**config.mk**
```make
export PLATFORM = sky130hd
export DESIGN_NAME = key_debouncer
export DESIGN_NICKNAME = d
export VERILOG_FILES = /design/src/rtl/key_pkg.sv /design/src/rtl/key_debounce_ch.sv /design/src/rtl/key_debouncer.sv
export SDC_FILE = /design/constraint.sdc
export NUM_CORES = 1
export LEC_CHECK = 0
export ABC_CLOCK_PERIOD_IN_PS = 2830
export CORE_ASPECT_RATIO = 0.5
export CORE_MARGIN = 5
export CORE_UTILIZATION = 61
export DETAILED_ROUTE_END_ITERATION = 7
export GPL_TIMING_DRIVEN = 0
export PLACE_DENSITY = 0.8
export SYNTH_ARGS = -nofsm -noshare
export SYNTH_HDL_FRONTEND = slang
export SYNTH_HIERARCHICAL = 1
export SYNTH_SLANG_ARGS = --single-unit
```
**constraint.sdc**
```tcl
create_clock -name CLK -period 2.83 [get_ports CLK]
set_input_delay 0.4245 -clock CLK [delete_from_list [all_inputs] [get_ports CLK]]
set_output_delay 0.4245 -clock CLK [all_outputs]
set_load 0.03 [all_outputs]
```
**src/rtl/key_pkg.sv**
```systemverilog
// Shared constants for the key debouncer: default timing at 25 MHz and the key index map.
package key_pkg;

  localparam int KEY_SYNC_STAGES   = 2;
  localparam int KEY_STABLE_CYCLES = 250000;
  localparam int KEY_REPEAT_DELAY  = 12500000;
  localparam int KEY_REPEAT_PERIOD = 2500000;

  localparam int KEY_SPEED   = 0;
  localparam int KEY_UP      = 1;
  localparam int KEY_DOWN    = 2;
  localparam int KEY_LEFT    = 3;
  localparam int KEY_RIGHT   = 4;
  localparam int KEY_MISSILE = 5;

  // Width of a counter that must hold the values 0 .. n-1.
  function automatic int cnt_width(input int n);
    return (n <= 2) ? 1 : $clog2(n);
  endfunction

endpackage

```
**src/rtl/key_debounce_ch.sv**
```systemverilog
// One debounced key channel: synchroniser, stability counter, press/release pulses.
// Auto-repeat press pulses are built only when KEY_REPEAT_EN is defined.
module key_debounce_ch
  import key_pkg::*;
#(
  parameter int SYNC_STAGES   = KEY_SYNC_STAGES,
  parameter int STABLE_CYCLES = KEY_STABLE_CYCLES,
  parameter bit ACTIVE_LOW    = 1'b0,
  parameter int REPEAT_DELAY  = KEY_REPEAT_DELAY,
  parameter int REPEAT_PERIOD = KEY_REPEAT_PERIOD
) (
  input  logic CLK,
  input  logic RST,
  input  logic keyin,
  output logic keyout,
  output logic keypress,
  output logic keyrelease
);

  if (SYNC_STAGES < 2 || STABLE_CYCLES < 2 || REPEAT_DELAY < 1 || REPEAT_PERIOD < 1) begin : g_bad_params
    $error("key_debounce_ch: illegal parameter value");
  end

  localparam int CW = cnt_width(STABLE_CYCLES);
  localparam logic [CW-1:0] CNT_LAST = CW'(STABLE_CYCLES - 1);

  logic [SYNC_STAGES-1:0] sync_p0;
  logic [CW-1:0]          cnt;
  logic                   s;
  logic                   toggle;

  assign s      = sync_p0[SYNC_STAGES-1] ^ ACTIVE_LOW;
  assign toggle = (s != keyout) && (cnt == CNT_LAST);

`ifdef KEY_REPEAT_EN
  localparam int RMAX = (REPEAT_DELAY > REPEAT_PERIOD) ? REPEAT_DELAY : REPEAT_PERIOD;
  localparam int RW   = cnt_width(RMAX);
  localparam logic [RW-1:0] DELAY_LAST  = RW'(REPEAT_DELAY - 1);
  localparam logic [RW-1:0] PERIOD_LAST = RW'(REPEAT_PERIOD - 1);

  logic [RW-1:0] rcnt;
  logic          rfirst;
  logic          rep_hit;

  // The first repeat waits the long delay, later ones the short period.
  assign rep_hit = rfirst ? (rcnt == DELAY_LAST) : (rcnt == PERIOD_LAST);
`endif

  always_ff @(posedge CLK) begin
    if (RST) begin
      sync_p0    <= '0;
      cnt        <= '0;
      keyout     <= 1'b0;
      keypress   <= 1'b0;
      keyrelease <= 1'b0;
`ifdef KEY_REPEAT_EN
      rcnt       <= '0;
      rfirst     <= 1'b1;
`endif
    end else begin
      sync_p0    <= {sync_p0[SYNC_STAGES-2:0], keyin};
      keypress   <= 1'b0;
      keyrelease <= 1'b0;
      if (s == keyout) begin
        cnt <= '0;
      end else if (cnt == CNT_LAST) begin
        cnt        <= '0;
        keyout     <= ~keyout;
        keypress   <= ~keyout;
        keyrelease <= keyout;
      end else begin
        cnt <= cnt + 1'b1;
      end
`ifdef KEY_REPEAT_EN
      // Idle, rising and falling cycles all restart the repeat timing.
      if (!keyout || toggle) begin
        rcnt   <= '0;
        rfirst <= 1'b1;
      end else if (rep_hit) begin
        rcnt     <= '0;
        rfirst   <= 1'b0;
        keypress <= 1'b1;
      end else begin
        rcnt <= rcnt + 1'b1;
      end
`endif
    end
  end

endmodule

```
**src/rtl/key_debouncer.sv**
```systemverilog
// N-channel key debouncer top: maps the key vectors onto independent channels.
// Optional auto-repeat on keypress is enabled with the KEY_REPEAT_EN macro.
module key_debouncer
  import key_pkg::*;
#(
  parameter int N_KEYS        = 6,
  parameter int SYNC_STAGES   = KEY_SYNC_STAGES,
  parameter int STABLE_CYCLES = KEY_STABLE_CYCLES,
  parameter bit ACTIVE_LOW    = 1'b0,
  parameter int REPEAT_DELAY  = KEY_REPEAT_DELAY,
  parameter int REPEAT_PERIOD = KEY_REPEAT_PERIOD
) (
  input  logic              CLK,
  input  logic              RST,
  input  logic [N_KEYS-1:0] keyin,
  output logic [N_KEYS-1:0] keyout,
  output logic [N_KEYS-1:0] keypress,
  output logic [N_KEYS-1:0] keyrelease
);

  for (genvar i = 0; i < N_KEYS; i++) begin : g_ch
    key_debounce_ch #(
      .SYNC_STAGES  (SYNC_STAGES),
      .STABLE_CYCLES(STABLE_CYCLES),
      .ACTIVE_LOW   (ACTIVE_LOW),
      .REPEAT_DELAY (REPEAT_DELAY),
      .REPEAT_PERIOD(REPEAT_PERIOD)
    ) u_ch (
      .CLK       (CLK),
      .RST       (RST),
      .keyin     (keyin[i]),
      .keyout    (keyout[i]),
      .keypress  (keypress[i]),
      .keyrelease(keyrelease[i])
    );
  end

endmodule

```
==> impl_metrics.csv, run 1 <==
group,metric,value,unit
outcome,status,"completed",
critical_path,worstSetupStartpointType,"input port",
floorplanning,io_pins,26,
grt,antenna_found_initial,0,
timing,tightest_slew,1200,ps
clocking,cts.sinks,138,
timing,slew_headroom,19.6,%
critical_path,cpMostUsedCell,"nor2_1",
critical_path,worst-path-max-fanout,30,
clocking,htreeDepth,4,
power_and_ir_drop,peakVddDrop,0.397,mV
clocking,clockBufferDepth,2,
timing,hold_viol_final,0,
critical_path,r2r_end,"g_ch[0].u_ch/cnt[12]$_SDFF_PP0_",
power_and_ir_drop,power_density,576,nW/um^2
critical_path,cp_cell_sequence,"clkdlybuf4s50_1 -> nor2_1 -> o41ai_4 -> buf_6 -> nor2_1",
critical_path,crit_path_end_kind,"register",
power_and_ir_drop,seqPwrFrac,47.8,%
detailed_routing,ant_nets,0,
placed_design,io_buffers,25,
final_layout,antenna_cells,0,
timing,finClkSkew,8.02,ps
min_path,hold_path_startpoint,"g_ch[1].u_ch/sync_p0[0]$_SDFF_PP0_",
yosys,netlist_area,6140,um^2
yosys,synth_cells,648,
timing,fin_crit_sh,79.1,%
power_and_ir_drop,p_switching,0.000804,W
final_layout,drive_above_1_share,9.09,%
critical_path,reg2reg_setup_slack,940,ps
yosys,synth_cell_types,28,
power_and_ir_drop,pwr-share-clk,50.8,%
grt,grt.overflow.total,0,
timing,rsz0062_at_grt,"false",
final_layout,syn2layout_area_growth,16.1,%
grt,grt_max_degree,31,
grt,grt_pass1_vias,4441,
critical_path,cpPeakStageDelay,1050,ps
detailed_routing,routed_via_density,5.65,
clocking,root_buffer,"clkbuf_16",
critical_path,arrival,2580,ps
critical_path,criticalPathCategory,"input port to register",
final_layout,fin_util,74.0,%
timing,period_minus_slack,2240,ps
detailed_routing,num_vias,4739,
clocking,insertion_delay,410,ps
detailed_routing,firstDrtPassIters,5,
timing,fmax,0.447,GHz
detailed_routing,drc_errors,0,
clocking,cts_inserted_buffers,17,
critical_path,rr_worst_depth,5,
clocking,ctsResizeCount,0,
critical_path,cpMaxStageDelayCell,"clkdlybuf4s50_1",
placed_design,place.gp.congestion,0.838,
power_and_ir_drop,p_sw_share,19.6,%
floorplanning,coreArea,9630,um^2
yosys,ys_seq_area_share,45.0,%
yosys,synth_nets,662,
final_layout,finalNetCount,706,
detailed_routing,routed_wirelength,11.7,mm
clocking,cts_hold_buf,0,
min_path,hold_path_class,"register to register",
floorplanning,die_y,80.9,um
floorplanning,dieArea,12300,um^2
timing,totalNegativeSetupSlack,0,ps
placed_design,hpwl,7.75,mm
critical_path,crit_family,"buffers and inverters",
yosys,syn_area_per_cell,9.48,um^2
floorplanning,fp-row-count,25,
floorplanning,initial_core_util,63.7,%
power_and_ir_drop,p_leak,2.24,nW
clocking,post_cts_buffers,0,
grt,grt_use_total,20.0,%
grt,grt_pass1_wl,20.2,mm
timing,maxSlewViolCount,0,
job,cap_violations,0,
yosys,ys_seq_elements,138,
critical_path,rr_startpoint,"g_ch[0].u_ch/cnt[0]$_SDFF_PP0_",
min_path,holdPathEnd,"g_ch[1].u_ch/sync_p0[1]$_SDFF_PP0_",
clocking,cts_tree,"done",
critical_path,crit_required,3170,ps
critical_path,cp_num_buf_inv,2,
clocking,clkSlewWorstSetupHoldPaths,60,ps
detailed_routing,wl_per_cell,14.0,um
floorplanning,die_x,152,um
power_and_ir_drop,p_comb_share,1.4,%
detailed_routing,drtIter0Drc,153,
power_and_ir_drop,p_int,0.00330,W
yosys,ys_warn_count,6,
timing,setup_viol,0,
min_path,holdPathStages,1,
cells by family (layout without fill, tap and decap cells):
family | count (synthesis) | in the layout | share of synthesized area, %
buf+inv | 24 | 80 | 2.93
compound gates | 18 | 18 | 3.91
simple gates | 360 | 360 | 32.3
flops | 138 | 138 | 45.0
xor+xnor | 96 | 96 | 13.7
mux | 6 | 6 | 0.978
fa+ha+maj | 6 | 6 | 1.22
routing by layer:
layer  GRT usage [%]  share of wire (%)  wire [um]  vias to the layer above
li1                -                  -          -                     2382
met1            23.9                 46       5420                     2245
met2            35.0                 48       5690                       97
met3            5.00                3.8        448                       15
met4            8.52                1.5        175                        0
met5               0                  0          0                        -
worst max path at each step:
stage                                               from  depth (start not counted)  slack [ps]                         endpoint
after floorplan           g_ch[0].u_ch/cnt[0]$_SDFF_PP0_                          5        1220   g_ch[0].u_ch/cnt[9]$_SDFF_PP0_
after global placement                               RST                          5         250  g_ch[5].u_ch/cnt[16]$_SDFF_PP0_
after detailed placement                             RST                          5         220  g_ch[1].u_ch/cnt[11]$_SDFF_PP0_
after CTS                                            RST                          5         610  g_ch[2].u_ch/cnt[15]$_SDFF_PP0_
after global routing                                 RST                          5         430  g_ch[5].u_ch/cnt[15]$_SDFF_PP0_
final                                                RST                          5         590  g_ch[2].u_ch/cnt[15]$_SDFF_PP0_
Yosys cell counts:
cell type / instances / area share [%]
clkbuf_1: 6 / 0.37
nor2b_1: 12 / 1.2
nor4b_2: 6 / 1.5
dfxtp_1: 138 / 45
or2_2: 6 / 0.61
xnor2_1: 42 / 6.0
mux2i_1: 6 / 0.98
nand3_1: 30 / 2.4
and3b_1: 6 / 0.86
nor4b_1: 6 / 0.86
buf_6: 12 / 2.2
and4_1: 18 / 2.6
ha_1: 6 / 1.2
a21oi_1: 6 / 0.49
nand2b_1: 12 / 1.2
nand4_1: 48 / 4.9
and3_1: 12 / 1.2
xor2_1: 54 / 7.7
nand2_1: 36 / 2.2
o41ai_4: 6 / 2.7
nor2_1: 114 / 7.0
nor3_1: 12 / 0.98
or4_1: 6 / 0.73
nor4_1: 24 / 2.4
nand3_2: 6 / 0.98
and2_1: 6 / 0.61
o31ai_1: 6 / 0.73
inv_1: 6 / 0.37
cell usage in the layout, fill, tap and decap left out, types with 17 or more instances in the layout:
cell type,instances
dfxtp_1,138
nor2_1,114
xor2_1,54
nand4_1,48
xnor2_1,42
nand2_1,36
nand3_1,30
clkdlybuf4s50_1,25
nor4_1,24
and4_1,18
clkbuf_16,17
area by class of cell:
type	count	area, um^2
Clock buffer	25	505
Sequential cell	138	2760
Tap cell	135	169
Inverter	6	22.5
Clock inverter	6	62.6
Buffer	18	158
Fill cell	703	2510
Timing Repair Buffer	25	250
Multi-Input combinational cell	486	3200
flip-flops by register name (all words and copies together) (netlist names):
signal,flops
g_ch.u_ch/sync_p0,12
g_ch.u_ch/keypress,6
g_ch.u_ch/keyrelease,6
g_ch.u_ch/keyout,6
g_ch.u_ch/cnt,108
metrics by stage:
stage | power, W | hold WS [ps] | setup slack, ps | cells | instance area, um^2
after floorplan | 0.00203 | 414 | 1220 | 648 | 6140
after global placement | 0.00206 | 428 | 249 | 808 | 6560
after detailed placement | 0.00206 | 436 | 222 | 808 | 6560
after CTS | 0.00414 | 449 | 611 | 839 | 7130
after global routing | 0.00424 | 462 | 434 | 839 | 7130
final | 0.00410 | 442 | 592 | 839 | 7130
power groups by stage:
stage          clock, W  sequential [W]  combinational, W
2_1_floorplan         0         0.00200         0.0000329
3_3_place_gp          0         0.00200         0.0000551
3_5_place_dp          0         0.00200         0.0000556
4_1_cts         0.00213         0.00196         0.0000561
5_1_grt         0.00222         0.00196         0.0000615
6_report        0.00209         0.00196         0.0000556
(Power assumes the default switching activity.)
==> inputs of run 2 (changes only) <==
--- a/config.mk
+++ b/config.mk
@@ -5,13 +5,13 @@
 export SDC_FILE = /design/constraint.sdc
 export NUM_CORES = 1
 export LEC_CHECK = 0
-export ABC_CLOCK_PERIOD_IN_PS = 2830
+export ABC_CLOCK_PERIOD_IN_PS = 2150
 export CORE_ASPECT_RATIO = 0.5
 export CORE_MARGIN = 5
-export CORE_UTILIZATION = 61
+export CORE_UTILIZATION = 60
 export DETAILED_ROUTE_END_ITERATION = 7
 export GPL_TIMING_DRIVEN = 0
-export PLACE_DENSITY = 0.8
+export PLACE_DENSITY = 0.79
 export SYNTH_ARGS = -nofsm -noshare
 export SYNTH_HDL_FRONTEND = slang
 export SYNTH_HIERARCHICAL = 1
==> constraint.sdc (replaced) <==
create_clock -name CLK -period 2.15 [get_ports CLK]
set_input_delay 0.3225 -clock CLK [delete_from_list [all_inputs] [get_ports CLK]]
set_output_delay 0.3225 -clock CLK [all_outputs]
set_load 0.03 [all_outputs]
==> impl_metrics.csv, run 2 (synthesized netlist as in run 1, its figures left out) <==
group,metric,value,unit
outcome,status,"completed",
placed_design,hpwl,7.74,mm
grt,grt_max_degree,31,
clocking,cts_inserted_buffers,17,
floorplanning,die_y,81.5,um
final_layout,multiInputGateArea,3200,um^2
final_layout,syn2layout_area_growth,17.0,%
detailed_routing,firstDrtPassIters,5,
timing,fin_crit_sh,91.7,%
final_layout,final_common_cell,"dfxtp_1",
clocking,htreeDepth,4,
critical_path,worstSetupStartpointType,"input port",
floorplanning,die_x,153,um
power_and_ir_drop,p_leak,2.27,nW
grt,grt_use_total,20.0,%
timing,hold_viol_final,0,
timing,finClkSkew,5.42,ps
floorplanning,initial_core_util,60.9,%
critical_path,crit_path_end_kind,"register",
critical_path,worst-path-max-fanout,30,
timing,slew_headroom,33.5,%
timing,period_minus_slack,1970,ps
detailed_routing,routed_via_density,5.64,
final_layout,seq_area,2760,um^2
detailed_routing,drtIter0Drc,214,
detailed_routing,drc_errors,0,
grt,antenna_found_initial,0,
timing,rsz0062_at_grt,"false",
final_layout,antenna_cells,0,
power_and_ir_drop,peakVddDrop,0.523,mV
detailed_routing,wl_per_cell,14.2,um
detailed_routing,num_vias,4766,
timing,maxSlewViolCount,0,
floorplanning,io_pins,26,
detailed_routing,routed_wirelength,12.0,mm
final_layout,finalNetCount,706,
clocking,clockBufferDepth,2,
placed_design,io_buffers,25,
final_layout,largest_reg_flops,108,
critical_path,cpMaxStageDelayCell,"clkdlybuf4s50_1",
timing,tightest_slew,994,ps
grt,grt_pass1_wl,20.4,mm
critical_path,cp_cell_sequence,"clkdlybuf4s50_1 -> nor2_1 -> o41ai_4 -> buf_6 -> nor2_1",
clocking,cts_tree,"done",
grt,grt.overflow.total,0,
final_layout,n_fill_cell,756,
clocking,cts.sinks,138,
clocking,ctsResizeCount,0,
final_layout,fin_util,71.3,%
floorplanning,fp-row-count,26,
placed_design,place.gp.congestion,0.861,
min_path,hold_path_class,"register to register",
critical_path,cpMostUsedCell,"nor2_1",
final_layout,drive_above_1_share,9.22,%
clocking,clkSlewWorstSetupHoldPaths,60,ps
timing,fmax,0.507,GHz
critical_path,criticalPathCategory,"input port to register",
detailed_routing,ant_nets,0,
timing,setup_viol,0,
final_layout,largest-register,"g_ch.u_ch/cnt",
floorplanning,coreArea,10100,um^2
timing,hold_ws,438,ps
critical_path,crit_required,2490,ps
floorplanning,dieArea,12500,um^2
power_and_ir_drop,power_density,793,nW/um^2
clocking,cts_hold_buf,0,
job,cap_violations,0,
final_layout,top_regs,"g_ch.u_ch/cnt (108), g_ch.u_ch/sync_p0 (12)",
critical_path,arrival,2310,ps
final_layout,final_cell_mix,"dfxtp_1 (138), nor2_1 (114), xor2_1 (54), nand4_1 (48), xnor2_1 (42)",
clocking,post_cts_buffers,0,
clocking,insertion_delay,410,ps
critical_path,cp_num_buf_inv,2,
clocking,root_buffer,"clkbuf_16",
placed_design,pre_cts_slack,-238,ps
grt,grt_pass1_vias,4593,
timing,finalWorstSetupSlack,178,ps
critical_path,crit_family,"buffers and inverters",
critical_path,cpPeakStageDelay,930,ps
[run 2: cell types whose count changed in the layout (fill, tap and decap cells not counted), sizes merged]
cell	before	now
bufinv	1	4
clkbuf	31	27
clkinv	2	5
clkinvlp	3	1
inv	6	7
[run 2: layer usage]
metal,vias to the layer above,GRT usage [%],wire [um]
li1,2384,-,-
met5,-,0,0
met1,2261,23.4,5490
met2,104,35.4,5830
met4,0,10.6,194
met3,17,4.47,480
[run 2: power by group]
part           leakage [nW]  switching [W]  internal, W  total [W]
sequential             1.11     0.00000961      0.00257    0.00258
combinational         0.852      0.0000352    0.0000360  0.0000712
clock                 0.301        0.00108      0.00197    0.00305
total                  2.27        0.00112      0.00458    0.00570
[run 2: metrics by stage]
stage          cell area, um^2  instances  total power, W  setup TNS (ps)
6_report                  7190        845         0.00570               0
5_1_grt                   7190        845         0.00588               0
4_1_cts                   7190        845         0.00576               0
3_5_place_dp              6570        813         0.00271          -14310
3_3_place_gp              6570        813         0.00271          -11260
2_1_floorplan             6140        648         0.00268               0
[run 2: final timing paths]
check	slack, ps	cells past startpoint	startpoint	to
max	180	5	RST	g_ch[0].u_ch/cnt[13]$_SDFF_PP0_
min reg2reg	440	1	g_ch[4].u_ch/sync_p0[0]$_SDFF_PP0_	g_ch[4].u_ch/sync_p0[1]$_SDFF_PP0_
min	440	1	g_ch[4].u_ch/sync_p0[0]$_SDFF_PP0_	g_ch[4].u_ch/sync_p0[1]$_SDFF_PP0_
max reg2reg	250	5	g_ch[4].u_ch/cnt[0]$_SDFF_PP0_	g_ch[4].u_ch/cnt[15]$_SDFF_PP0_
[run 2: area by class of cell]
class                           count  share of cell area [%]
Buffer                             18                    2.19
Tap cell                          140                    2.44
Clock buffer                       21                    6.27
Timing Repair Buffer               25                    3.48
Multi-Input combinational cell    486                    44.5
Sequential cell                   138                    38.4
Inverter                            6                   0.313
Clock inverter                     11                    2.35
[run 2: worst register-to-register path, stage by stage (launching register included)]
cell and delay (ps):
dfxtp_1 400, ha_1 230, nand3_1 210, o41ai_4 670
buf_6 220, nor2_1 60
==> edit 1 (config.mk and constraints of run 2) <==
`ACTIVE_LOW` is set to 1'b0 in 2 places; all go to 1'b1.
--- a/src/rtl/key_debounce_ch.sv
+++ b/src/rtl/key_debounce_ch.sv
@@ -7,3 +7,3 @@
   parameter int STABLE_CYCLES = KEY_STABLE_CYCLES,
-  parameter bit ACTIVE_LOW    = 1'b0,
+  parameter bit ACTIVE_LOW    = 1'b1,
   parameter int REPEAT_DELAY  = KEY_REPEAT_DELAY,
--- a/src/rtl/key_debouncer.sv
+++ b/src/rtl/key_debouncer.sv
@@ -8,3 +8,3 @@
   parameter int STABLE_CYCLES = KEY_STABLE_CYCLES,
-  parameter bit ACTIVE_LOW    = 1'b0,
+  parameter bit ACTIVE_LOW    = 1'b1,
   parameter int REPEAT_DELAY  = KEY_REPEAT_DELAY,
Check against the original RTL: no difference found for any inputs over 10 cycles, from zero or initial values and one cycle with RST high; that may be too few to reach the edited logic, so the function may still have changed.
==> edit 1 against run 2 <==
Die area grew 3.8%; design area rose by 3.9%; utilization grew 1.2 points; routed wire length up 5.7%; area after synthesis increased by 4.2%; global-route usage rose by 0.091 points; final cell count grew 2.0%; sequential cell count unchanged; maximum frequency grew 6.4%; register-to-register slack better by 0.13 ns; worst setup slack improved by 0.12 ns; critical path type is now reg -> out; critical endpoint is now keyout[3].
Power is not compared: it rests on default switching activity, and its combinational part moved more than twofold at a synthesized area within 25%.
==> edit 1: results (changes against run 2) <==
| Metric | Value |
|---|---|
| Layout cells sized above 1 | 19.3% (+10 points) |
| Num CTS Buffers | 17 (unchanged) |
| Layout fillers | 736 (-2.6%) |
| Worst-Margin Slew | 0.759 ns (-0.235 ns) |
| Initial drt markers | 312 (+46%) |
| Fin nets | 724 (+2.5%) |
| Largest stage delay on the critical path | 0.71 ns (-0.22 ns) |
| Vias in the first global route | 4,609 (+0.35%) |
| Commonest cells in the netlist | dfxtp_1 (138), xnor2_1 (72), nor2_1 (60), nor2_2 (60), nor4_1 (42) |
| Largest registers | g_ch.u_ch/cnt (108), g_ch.u_ch/sync_p0 (12) |
| Largest net degree at the start of global routing | 37 (+19%) |
| Worst-path maximum fanout | 5 (-83%) |
| Detailed Route WL | 12,700 um (+5.7%) |
| Via density | 5.78 (+2.4%) |
| GRT Overall Usage | 20.1% (+0.091 points) |
| Synthesized area per cell | 9.60 um2 (+1.3%) |
| Worst r2r path cells | 5 (unchanged) |
| Clock skew | 0.00698 ns (+0.00157 ns) |
| CTS max path bufs | 2 (unchanged) |
| Routed wire length per instance | 14.7 um (+3.6%) |
| H-Tree Depth | 4 (unchanged) |
| Netlist cell types | 28 (unchanged) |
| Latest clock arrival within the worst-skew pair | 0.41 ns (about the same) |
| Top cells by area, synth | dfxtp_1 (43%), xnor2_1 (9.9%), nor2_2 (5.9%) |
| Root buf cell | clkbuf_16 |
| Arrival time of the worst setup path | 1.53 ns (-0.78 ns) |
| Register area share after synthesis | 43.2% (-1.8 points) |
| VDD IR max | between 0.5 and 0.6 mV |
| First-pass GRT wire length | 21,700 um (+6.3%) |
| Placed Cells incl. Taps | 831 (+2.2%) |
| Synth Net Count | 680 (+2.7%) |
| Gpl congestion | 0.838 (-2.8%) |
| Outcome | finished clean |
| DPL Wire Length | 8360 um (+8.1%) |
edit 1: cell types whose count changed in the layout (fill, tap and decap cells not counted), moves of 12 or more:
cell	before	now
nand4b_1	0	12
xnor2_1	42	72
or3_1	0	12
nor2_2	0	60
nor4_1	24	42
nor2_1	114	60
buf_6	12	0
and3_2	0	12
nand4_1	48	36
a21oi_1	6	18
xor2_1	54	18
nand2b_1	12	0
o21ai_0	0	12
edit 1: final timing paths:
kind | startpoint | end | slack, ns
setup / recovery | g_ch[3].u_ch/keyout$_SDFFE_PP0P_ | keyout[3] | 0.30
hold / removal | g_ch[5].u_ch/sync_p0[0]$_SDFF_PP0_ | g_ch[5].u_ch/sync_p0[1]$_SDFF_PP0_ | 0.44
setup reg to reg | g_ch[0].u_ch/cnt[0]$_SDFF_PP0_ | g_ch[0].u_ch/keypress$_SDFF_PP0_ | 0.38
hold reg to reg | g_ch[5].u_ch/sync_p0[0]$_SDFF_PP0_ | g_ch[5].u_ch/sync_p0[1]$_SDFF_PP0_ | 0.44
edit 1: stage by stage:
step / TNS (ns) / cell area [um2] / setup slack [ns]
after floorplan: 0 / 6400 / 0.709
after global placement: -51.95 / 6820 / -0.557
after detailed placement: 0 / 6820 / 0.390
after CTS: 0 / 7470 / 0.265
after global routing: 0 / 7470 / 0.218
final: 0 / 7470 / 0.297
edit 1: cell families (layout without fill, tap and decap cells):
kind of cell	after synthesis	after routing	share of synthesized area, %
AND/OR/NAND/NOR	378	378	36.5
flip-flops	138	138	43.2
XOR/XNOR	90	90	12.3
AO/OA/AOI/OAI	42	42	4.58
buffers and inverters	12	68	2.23
adder cells (fa/ha/maj)	6	6	1.17
edit 1: per-layer routing:
layer / up-vias / wire (um) / share of wire [%] / track usage [%]
met5: - / 0 / 0 / 0
met1: 2326 / 5950 / 47 / 26.0
met4: 0 / 260 / 2.1 / 9.21
met2: 142 / 5900 / 47 / 32.0
li1: 2484 / - / - / -
met3: 29 / 549 / 4.3 / 4.57
edit 1: layout make-up:
type / instances / share of cell area, %
Clock inverter: 11 / 2.60
Buffer: 6 / 1.61
Clock buffer: 20 / 6.12
Inverter: 6 / 0.302
Sequential cell: 138 / 37.0
Timing Repair Buffer: 25 / 3.28
Tap cell: 140 / 2.35
Multi-Input combinational cell: 516 / 46.7
edit 1: power by group through the flow:
| stage | sequential [mW] | combinational (mW) | clock, mW |
|---|---|---|---|
| 2_1_floorplan | 2.68 | 0.142 | 0 |
| 3_3_place_gp | 2.69 | 0.190 | 0 |
| 3_5_place_dp | 2.69 | 0.193 | 0 |
| 4_1_cts | 2.64 | 0.197 | 3.24 |
| 5_1_grt | 2.64 | 0.215 | 3.36 |
| 6_report | 2.64 | 0.194 | 3.18 |
==> edit 2 (settings of run 2) <==
Without the edit above. Put a register stage on the output `keypress`, without a reset. The value now appears one clock later. The other outputs are not delayed to match.
--- a/src/rtl/key_debouncer.sv
+++ b/src/rtl/key_debouncer.sv
@@ -20,2 +20,4 @@
 
+  logic [N_KEYS-1:0] keypress_d;
+
   for (genvar i = 0; i < N_KEYS; i++) begin : g_ch
@@ -32,3 +34,3 @@
       .keyout    (keyout[i]),
-      .keypress  (keypress[i]),
+      .keypress  (keypress_d[i]),
       .keyrelease(keyrelease[i])
@@ -37,2 +39,6 @@
 
+  always_ff @(posedge CLK) begin
+      keypress <= keypress_d;
+  end
+
 endmodule
Function: same outputs for any inputs over 4 cycles, from zero or initial values and one cycle with RST high; that may be too few to reach the edited logic, so the function may still have changed.
==> edit 2 against run 2 <==
Area after synthesis grew 2.0%; design area grew 2.5%; worst setup slack gained 0.024 ns; maximum frequency grew 1.3%; via count grew 2.0%; sequential cell count grew 6; clock power grew 9.2%; utilization grew 1.1 points; non-clock buffer count is the same; routed wire length grew 1.9%; final cell count grew 0.59%; synthesized cell count grew 0.93%; total power grew 6.9%; worst hold slack lost 0.11 ns; critical endpoint is now g_ch[5].u_ch/cnt[15]$_SDFF_PP0_; highest routed layer unchanged.
==> edit 2: results (changes against run 2) <==
| Metric | Value |
|---|---|
| Largest stage delay on the critical path | 0.67 ns (-0.26 ns) |
| Worst Setup Slack post-DPL | -0.292 ns (-0.0542 ns) |
| Area post-placement | 6690 um2 (+1.8%) |
| Post-Synthesis Cells | 654 (+0.93%) |
| Mux cell area share after synthesis | 0.959% (-0.019 points) |
| Crit-path leading delay family | compound AO/OA/AOI/OAI gates |
| Outcome | finished clean |
| Flop2flop setup slack | 0.20 ns (-0.05 ns) |
| Detailed Route WL | 12,200 um (+1.9%) |
| Gpl congestion | 0.839 (-2.6%) |
| Slowest cell on crit path | o41ai_4 |
| GRT Overall Usage | 20.4% (+0.38 points) |
| Initial drt markers | 243 (+14%) |
| Synth Net Count | 668 (+0.91%) |
| Synth Area in Compound Gates | 3.84% (-0.075 points) |
| FF-to-FF End | g_ch[5].u_ch/cnt[15]$_SDFF_PP0_ |
| Setup crit end | g_ch[5].u_ch/cnt[15]$_SDFF_PP0_ |
| Worst Hold Path EP | keypress[1]$_DFF_P_ |
| Worst-path maximum fanout | 10 (-67%) |
| Hold Path Depth | 0 (-1) |
| First-pass GRT wire length | 21,100 um (+3.2%) |
| VDD IR max | 0.556 mV (+6.2%) |
| Hold Crit Start | g_ch[1].u_ch/keypress$_SDFF_PP0_ |
| Crit path launch | g_ch[5].u_ch/cnt[0]$_SDFF_PP0_ |
| Arrival time of the worst setup path | 2.25 ns (-0.06 ns) |
| Area share of fa/ha/maj cells after synthesis | 1.20% (-0.023 points) |
| DPL Wire Length | 7760 um (+0.29%) |
| Placed Cells incl. Taps | 819 (+0.74%) |
| Layout cells sized above 1 | 9.30% (+0.076 points) |
| Register area share after synthesis | 46.0% (+1.1 points) |
## edit 2: area by class of cell
class                      count  area [um2]
tap                          140         175
clock buffer                  21         470
buffer                        18         158
fill                         733        2820
clock inverter                10         206
sequential                   144        2880
multi-input combinational    486        3200
inverter                       6        22.5
timing repair buffer          25         253
## edit 2: power by group through the flow
stage	Clock (mW)	Sequential, mW	Combinational, mW
finish	3.33	2.69	0.0723
global route	3.52	2.69	0.0801
CTS	3.40	2.69	0.0731
detailed placement	0	2.75	0.0724
global placement	0	2.75	0.0711
floorplan	0	2.75	0.0434
## edit 2: routing by layer
| layer | share of wire (%) | wire length, um | up-vias | global-route usage, % |
|---|---|---|---|---|
| li1 | - | - | 2403 | - |
| met3 | 4.1 | 498 | 14 | 4.74 |
| met1 | 46 | 5640 | 2344 | 24.9 |
| met4 | 1.4 | 166 | 0 | 8.02 |
| met5 | 0 | 0 | - | 0 |
| met2 | 48 | 5910 | 101 | 35.8 |
